File: config.mk
export PLATFORM = sky130hd
export DESIGN_NAME = dma_chan_ctrl
export DESIGN_NICKNAME = d
export VERILOG_FILES = /design/src/rtl/dma_ctrl_pkg.sv /design/src/rtl/dma_desc_fifo.sv /design/src/rtl/dma_chan_ctrl.sv
export SDC_FILE = /design/constraint.sdc
export NUM_CORES = 2
export LEC_CHECK = 0
export BUFFER_PORTS_ARGS = -buffer_cell sky130_fd_sc_hd__buf_2
export CAP_MARGIN = 10
export CORE_MARGIN = 5
export CORE_UTILIZATION = 35
export CTS_BUF_LIST = sky130_fd_sc_hd__clkbuf_4 sky130_fd_sc_hd__clkbuf_8
export DETAILED_ROUTE_END_ITERATION = 8
export PLACE_DENSITY = 0.53
export SKIP_LAST_GASP = 1
export SLEW_MARGIN = 0
export SYNTH_ARGS = -nofsm -noshare
export SYNTH_HDL_FRONTEND = slang
export SYNTH_HIERARCHICAL = 1
export SYNTH_SLANG_ARGS = --single-unit
File: constraint.sdc
create_clock -name clk -period 7.5 [get_ports clk]
set_input_delay 1.125 -clock clk [delete_from_list [all_inputs] [get_ports clk]]
set_output_delay 1.125 -clock clk [all_outputs]
set_load 0.02 [all_outputs]
File: src/rtl/dma_ctrl_pkg.sv
// Shared register map, bit positions and types for the DMA channel controller.
package dma_ctrl_pkg;

  localparam int unsigned DESC_ADDR_W = 64;
  localparam int unsigned DESC_LEN_W  = 32;
  localparam int unsigned DONE_W      = 16;

  localparam logic [11:0] CH_STRIDE    = 12'h020;
  localparam logic [11:0] REG_ADDR     = 12'h000;
  localparam logic [11:0] REG_LEN      = 12'h008;
  localparam logic [11:0] REG_CTRL     = 12'h010;
  localparam logic [11:0] REG_STATUS   = 12'h018;
  localparam logic [11:0] REG_IRQ_EN   = 12'h800;
  localparam logic [11:0] REG_IRQ_PEND = 12'h808;
  localparam logic [11:0] REG_INFO     = 12'h810;

  localparam int unsigned CTRL_PUSH    = 0;
  localparam int unsigned CTRL_FLUSH   = 1;
  localparam int unsigned CTRL_CLR_ERR = 2;

  localparam int unsigned STAT_BUSY     = 0;
  localparam int unsigned STAT_FULL     = 1;
  localparam int unsigned STAT_EMPTY    = 2;
  localparam int unsigned STAT_OVF      = 3;
  localparam int unsigned STAT_ZLEN     = 4;
  localparam int unsigned STAT_CNT_LSB  = 8;
  localparam int unsigned STAT_DONE_LSB = 16;

  typedef struct packed {
    logic [DESC_ADDR_W-1:0] addr;
    logic [DESC_LEN_W-1:0]  len;
  } dma_desc_t;

  typedef enum logic {
    CH_IDLE = 1'b0,
    CH_RUN  = 1'b1
  } ch_state_e;

endpackage

File: src/rtl/dma_desc_fifo.sv
// Per-channel descriptor queue; flush empties it and takes priority over push.
module dma_desc_fifo #(
  parameter int unsigned DEPTH = 4,
  parameter int unsigned AW    = 64,
  parameter int unsigned LW    = 32
) (
  input  logic                     clk,
  input  logic                     reset,
  input  logic                     push,
  input  logic                     pop,
  input  logic                     flush,
  input  logic [AW-1:0]            in_addr,
  input  logic [LW-1:0]            in_len,
  output logic [AW-1:0]            head_addr,
  output logic [LW-1:0]            head_len,
  output logic                     full,
  output logic                     empty,
  output logic [$clog2(DEPTH):0]   count
);

  localparam int unsigned PTR_W = $clog2(DEPTH);
  localparam int unsigned CNT_W = PTR_W + 1;

  logic [AW-1:0]    mem_addr [DEPTH];
  logic [LW-1:0]    mem_len  [DEPTH];
  logic [PTR_W-1:0] wr_ptr;
  logic [PTR_W-1:0] rd_ptr;

  always_ff @(posedge clk) begin
    if (reset) begin
      wr_ptr <= '0;
      rd_ptr <= '0;
      count  <= '0;
    end else if (flush) begin
      wr_ptr <= '0;
      rd_ptr <= '0;
      count  <= '0;
    end else begin
      if (push) wr_ptr <= wr_ptr + PTR_W'(1);
      if (pop)  rd_ptr <= rd_ptr + PTR_W'(1);
      count <= count + CNT_W'(push) - CNT_W'(pop);
    end
  end

  // Storage is not reset; only the pointers define validity.
  always_ff @(posedge clk) begin
    if (push && !flush) begin
      mem_addr[wr_ptr] <= in_addr;
      mem_len[wr_ptr]  <= in_len;
    end
  end

  assign head_addr = mem_addr[rd_ptr];
  assign head_len  = mem_len[rd_ptr];
  assign full      = (count == CNT_W'(DEPTH));
  assign empty     = (count == '0);

endmodule

File: src/rtl/dma_chan_ctrl.sv
// MMIO control/status for N DMA channels: descriptor queues, per-channel
// start/done FSM, completion counters and a maskable interrupt.
module dma_chan_ctrl
  import dma_ctrl_pkg::*;
#(
  parameter int unsigned N_CH   = 4,
  parameter int unsigned DEPTH  = 4,
  parameter int unsigned ADDR_W = 64,
  parameter int unsigned LEN_W  = 32,
  parameter logic [63:0] BASE   = 64'h4000_0000
) (
  input  logic                     clk,
  input  logic                     reset,
  input  logic [63:0]              cpu_addr,
  input  logic [63:0]              cpu_wdata,
  input  logic                     cpu_we,
  output logic                     cpu_sel,
  output logic [63:0]              cpu_rdata,
  output logic [N_CH-1:0]          eng_start_valid,
  input  logic [N_CH-1:0]          eng_start_ready,
  output logic [N_CH*ADDR_W-1:0]   eng_addr,
  output logic [N_CH*LEN_W-1:0]    eng_len,
  input  logic [N_CH-1:0]          eng_done,
  output logic                     irq
);

  localparam int unsigned CNT_W = $clog2(DEPTH) + 1;

  logic [11:0] off;
  logic [3:0]  ch_idx;
  logic [4:0]  reg_off;
  logic        wr;
  logic        ch_hit;
  logic        pend_wr;

  logic [N_CH-1:0]        irq_en;
  logic [N_CH-1:0]        irq_pend;
  logic [N_CH-1:0]        done_evt;
  logic [N_CH-1:0][63:0]  ch_rdata;

  assign cpu_sel = ((cpu_addr & ~64'hFFF) == BASE);
  assign off     = cpu_addr[11:0];
  assign wr      = cpu_we && cpu_sel;
  assign ch_hit  = (off < 12'(N_CH * CH_STRIDE)) && (off[2:0] == 3'd0);
  assign ch_idx  = off[8:5];
  assign reg_off = off[4:0];
  assign pend_wr = wr && (off == REG_IRQ_PEND);

  for (genvar c = 0; c < N_CH; c++) begin : g_ch
    logic              sel;
    logic              ctrl_wr;
    logic              push_req;
    logic              flush_req;
    logic              clr_req;
    logic              push_ok;
    logic              pop;
    logic              len_zero;
    logic              start_valid_c;
    logic              done_c;
    logic              full;
    logic              empty;
    logic              ovf;
    logic              zlen;
    logic [CNT_W-1:0]  count;
    logic [ADDR_W-1:0] stage_addr;
    logic [LEN_W-1:0]  stage_len;
    logic [ADDR_W-1:0] head_addr;
    logic [LEN_W-1:0]  head_len;
    logic [DONE_W-1:0] done_cnt;
    logic [63:0]       rdata;
    ch_state_e         state_q;
    ch_state_e         state_d;

    assign sel       = ch_hit && (ch_idx == 4'(c));
    assign ctrl_wr   = wr && sel && (reg_off == REG_CTRL[4:0]);
    assign push_req  = ctrl_wr && cpu_wdata[CTRL_PUSH];
    assign flush_req = ctrl_wr && cpu_wdata[CTRL_FLUSH];
    assign clr_req   = ctrl_wr && cpu_wdata[CTRL_CLR_ERR];
    assign len_zero  = (stage_len == '0);
    assign pop       = start_valid_c && eng_start_ready[c];
    // A pop in the same cycle frees the slot a push into a full queue needs.
    assign push_ok   = push_req && !flush_req && !len_zero && (!full || pop);

    always_comb begin
      state_d       = state_q;
      start_valid_c = 1'b0;
      done_c        = 1'b0;
      case (state_q)
        CH_IDLE: begin
          start_valid_c = !empty;
          if (start_valid_c && eng_start_ready[c]) state_d = CH_RUN;
        end
        CH_RUN: begin
          if (eng_done[c]) begin
            done_c  = 1'b1;
            state_d = CH_IDLE;
          end
        end
        default: state_d = CH_IDLE;
      endcase
    end

    always_ff @(posedge clk) begin
      if (reset) begin
        state_q    <= CH_IDLE;
        stage_addr <= '0;
        stage_len  <= '0;
        ovf        <= 1'b0;
        zlen       <= 1'b0;
        done_cnt   <= '0;
      end else begin
        state_q <= state_d;
        if (wr && sel && (reg_off == REG_ADDR[4:0])) stage_addr <= ADDR_W'(cpu_wdata);
        if (wr && sel && (reg_off == REG_LEN[4:0]))  stage_len  <= LEN_W'(cpu_wdata);
        ovf  <= (ovf && !clr_req) || (push_req && !flush_req && !len_zero && full && !pop);
        zlen <= (zlen && !clr_req) || (push_req && !flush_req && len_zero);
        if (done_c) done_cnt <= done_cnt + DONE_W'(1);
      end
    end

    dma_desc_fifo #(
      .DEPTH (DEPTH),
      .AW    (ADDR_W),
      .LW    (LEN_W)
    ) u_fifo (
      .clk       (clk),
      .reset     (reset),
      .push      (push_ok),
      .pop       (pop),
      .flush     (flush_req),
      .in_addr   (stage_addr),
      .in_len    (stage_len),
      .head_addr (head_addr),
      .head_len  (head_len),
      .full      (full),
      .empty     (empty),
      .count     (count)
    );

    always_comb begin
      rdata = '0;
      case (reg_off)
        REG_ADDR[4:0]:   rdata = 64'(stage_addr);
        REG_LEN[4:0]:    rdata = 64'(stage_len);
        REG_STATUS[4:0]: rdata = {32'd0, done_cnt, 8'(count), 3'd0,
                                  zlen, ovf, empty, full, (state_q == CH_RUN)};
        default:         rdata = '0;
      endcase
    end

    assign ch_rdata[c]                    = rdata;
    assign done_evt[c]                    = done_c;
    assign eng_start_valid[c]             = start_valid_c;
    assign eng_addr[c*ADDR_W +: ADDR_W]   = head_addr;
    assign eng_len[c*LEN_W +: LEN_W]      = head_len;
  end

  // A completion in the same cycle as a W1C keeps the pending bit set.
  always_ff @(posedge clk) begin
    if (reset) begin
      irq_en   <= '0;
      irq_pend <= '0;
    end else begin
      if (wr && (off == REG_IRQ_EN)) irq_en <= cpu_wdata[N_CH-1:0];
      irq_pend <= (irq_pend & ~(pend_wr ? cpu_wdata[N_CH-1:0] : '0)) | done_evt;
    end
  end

  always_comb begin
    cpu_rdata = '0;
    if (cpu_sel) begin
      if (ch_hit) begin
        for (int unsigned c = 0; c < N_CH; c++) begin
          if (ch_idx == 4'(c)) cpu_rdata = ch_rdata[c];
        end
      end else if (off == REG_IRQ_EN) begin
        cpu_rdata = 64'(irq_en);
      end else if (off == REG_IRQ_PEND) begin
        cpu_rdata = 64'(irq_pend);
      end else if (off == REG_INFO) begin
        cpu_rdata = 64'({8'(DEPTH), 8'(N_CH)});
      end
    end
  end

  assign irq = |(irq_pend & irq_en);

endmodule
==> out/qor.yml <==
status: "completed"
worst-r2r-cell-count: 7
whs_path_depth: 2
slew_headroom: 0.1481
switching_share: 0.2405
hpwlAfterDp_um: 183500
final_nets: 5588
clkPwrFrac: 0.417
yosys_register_bits: 2040
synth_async_sr_flop_share: 0
drc_errors: 0
finalMaxSlewViolations: 0
grt_antenna_before_repair: 45
synth-main-ff-cell: "edfxtp_1"
dr.pass1.iters: 8
h-tree-depth: 5
yosysUniqueCellTypes: 76
arrival_ps: 5450
crit_path_top_delay_cell: "nor4b_2"
powerDensity_nw_per_um2: 261.1
via_per_inst: 5.408
syn-cell-area_um2: 80870
dieHeight_um: 490.7
drt-initial-drc-count: 4708
yosys_warnings: 6
timing.final.hold_violations: 0
m1WireLength_um: 113000
yosysTopAreaCell: "edfxtp_1"
wl_met2_um: 128100
cts_setup_buffers: 0
intPower_mw: 18.67
rows: 176
vias: 47230
cts_tree: "yes"
seq_area_frac_synth: 0.6951
hold_path_class: "in2reg"
path_cells: "buf_2, nor2_4, buf_4, nand2_1, nor4b_2, a22oi_1, a2111oi_1, buf_4, buf_2"
drive_above_1_share: 0.3103
fin_setup_tns_ps: 0
period_needed_ps: 6577
p_seq_frac: 0.506
power.total_mw: 24.58
holdWs_ps: 326.5
grt_pass1_wl_um: 376500
cts_root_buffer: "clkbuf_8"
fp.dieW_um: 490.7
crit_required_ps: 6380
cts_made_buffers: 356
fin_util: 0.4095
yosys-top-cells-area: "edfxtp_1 (57%), dfxtp_1 (12%), mux4_2 (11%), mux2i_1 (5.6%), nand2b_1 (3.5%)"
combPwrFrac: 0.076
vdd_ir_drop_max_uv: 228.9
antenna_left: 0
cts_max_path_buffers: 4
period_share: 0.8770
post-place-ws_ps: 1189
reg2reg_setup_slack_ps: 3580
initial_utilization: 0.3518
r2r_start: "g_ch[0].u_fifo/count[1]$_SDFF_PP0_"
grt.overflow.total: 0
cts_resized: 0
ioPinCount: 593
wl_met3_um: 24850
setup-violations-final: 0
grt_max_degree: 174
area_growth_pct: 16.42
fillCellCount: 21120
synth_cells: 4708
start_kind: "primary input"
worst_clock_skew_ps: 80.35
syn_nets: 4879
crit_path_start: "cpu_addr[7]"
drv_cap: 0
grt_usage: 0.2196
rsz0062_at_grt: "no"
r2r_end: "g_ch[0].u_fifo/mem_len[3][0]$_DFFE_PP_"
clock-sinks: 2040
slowest_delay_ps: 1140
crit_type: "in2out"
insertion_delay_ps: 1080
dieArea_um2: 240800
worst_pin_slew_ps: 1278
p_sw_mw: 5.911
synth_enable_flop_cells: 1536
max_freq_mhz: 152.0
critPathCapture: "cpu_rdata[1]"
crit_path_max_fanout: 37
drt-total-wl_um: 272100
syn_area_per_cell_um2: 17.18
drt-wirelength-per-cell_um: 31.16
core_area_um2: 229900
clk_pin_slew_ps: 60
endpoint_kind: "output pin"
final-seq-area_um2: 56240
numPortBuffers: 592
multiInputGateArea_um2: 22870
routabilityCongestion: 0.9362
worst_slack_ps: 922.8
cellLeakagePower_nw: 37.91
yosys.area.top_type_share: 0.5703
grt_pass1_vias: 46790
ctsHoldBuffers: 0
routed.top_layer: "met5"
[Yosys cell counts (all sizes together), types with 7 or more instances]
cell,instances
edfxtp,1536
dfxtp,504
nand2b,458
mux2i,450
mux4,384
buf,183
nor2,149
clkbuf,137
a22oi,101
nand2,93
o21ai,85
a21oi,58
inv,54
mux2,52
nor4,48
nand4,34
nor3,30
xnor2,29
ha,28
a221oi,27
and2,25
o22ai,25
nand3,24
xor2,22
or3,18
a221o,15
and3,12
a211oi,11
and4,10
nor2b,10
a2111oi,9
o311a,8
nand3b,7
[through the flow]
step                area [um^2]  cells
floorplan                 80870   4708
global placement          86950   8085
detailed placement        86950   8085
CTS                       94110   8717
global route              94130   8722
finish                    94150   8732
[cell type report]
class / count / share of cell area
clock buffers: 549 / 0.07075
flip-flops and latches: 2040 / 0.5974
multi-input cells: 2294 / 0.2429
repair buffers: 671 / 0.04085
well taps: 3026 / 0.04021
diodes: 15 / 0.0003987
inverters: 54 / 0.002153
clock inverters: 83 / 0.005302
[how the worst min path moves through the flow]
stage | start | endpoint | slack [ps]
after CTS | cpu_wdata[0] | irq_pend[0]$_SDFF_PP0_ | 210
final | cpu_wdata[0] | irq_pend[0]$_SDFF_PP0_ | 330
after global routing | cpu_wdata[0] | irq_pend[0]$_SDFF_PP0_ | 270
after floorplan | g_ch[0].done_cnt[1]$_SDFFE_PP0P_ | g_ch[0].done_cnt[1]$_SDFFE_PP0P_ | 460
after detailed placement | g_ch[1].done_cnt[12]$_SDFFE_PP0P_ | g_ch[1].done_cnt[12]$_SDFFE_PP0P_ | 500
after global placement | g_ch[2].done_cnt[1]$_SDFFE_PP0P_ | g_ch[2].done_cnt[1]$_SDFFE_PP0P_ | 480
[worst max-delay path, delay by kind of cell]
family / cells / cell delay (ps)
buffers and inverters: 4 / 1180
AOI/OAI and AO/OA: 2 / 1070
and+or+nand+nor: 3 / 2040
[power by group through the flow]
| stage | Sequential [mW] | Combinational, mW | Clock, mW |
|---|---|---|---|
| finish | 12.4 | 1.88 | 10.3 |
| global route | 12.5 | 2.00 | 11.0 |
| CTS | 12.5 | 1.91 | 10.5 |
| detailed placement | 12.7 | 1.90 | 0 |
| global placement | 12.7 | 1.90 | 0 |
| floorplan | 12.3 | 1.81 | 0 |
[metal layers]
layer	track usage	vias to the layer above
met5	0	-
met4	0.05466	12
met3	0.06067	387
met2	0.3492	2238
met1	0.2990	24780
li1	-	19810
[placed cells by master (no fill, tap or decap), types with 85 or more instances in the layout]
master,n
edfxtp_1,1536
clkbuf_4,143
nand2b_1,458
mux2i_1,450
dfxtp_1,496
a22oi_1,101
clkbuf_8,406
nor2_1,145
nand2_1,92
buf_2,589
mux4_2,384
o21ai_0,85
[cell families after synthesis]
family / Yosys count / synth area share
simple gates: 934 / 0.06620
mux: 886 / 0.1699
buf+inv: 374 / 0.02314
flops: 2040 / 0.6951
compound gates: 387 / 0.03368
fa+ha+maj: 32 / 0.005322
xor+xnor: 55 / 0.006699
[sequential cells by signal, summed over array words and instances (netlist names), named ones only]
register              count
g_ch.done_cnt            64
g_ch.stage_len          128
g_ch.ovf                  4
irq_pend                  4
g_ch.u_fifo/mem_len     512
g_ch.stage_addr         256
g_ch.u_fifo/mem_addr   1024
g_ch.u_fifo/count        12
g_ch.u_fifo/rd_ptr        8
g_ch.zlen                 4
g_ch.u_fifo/wr_ptr        8
g_ch.state_q              4
irq_en                    4
(Power assumes the default switching activity.)
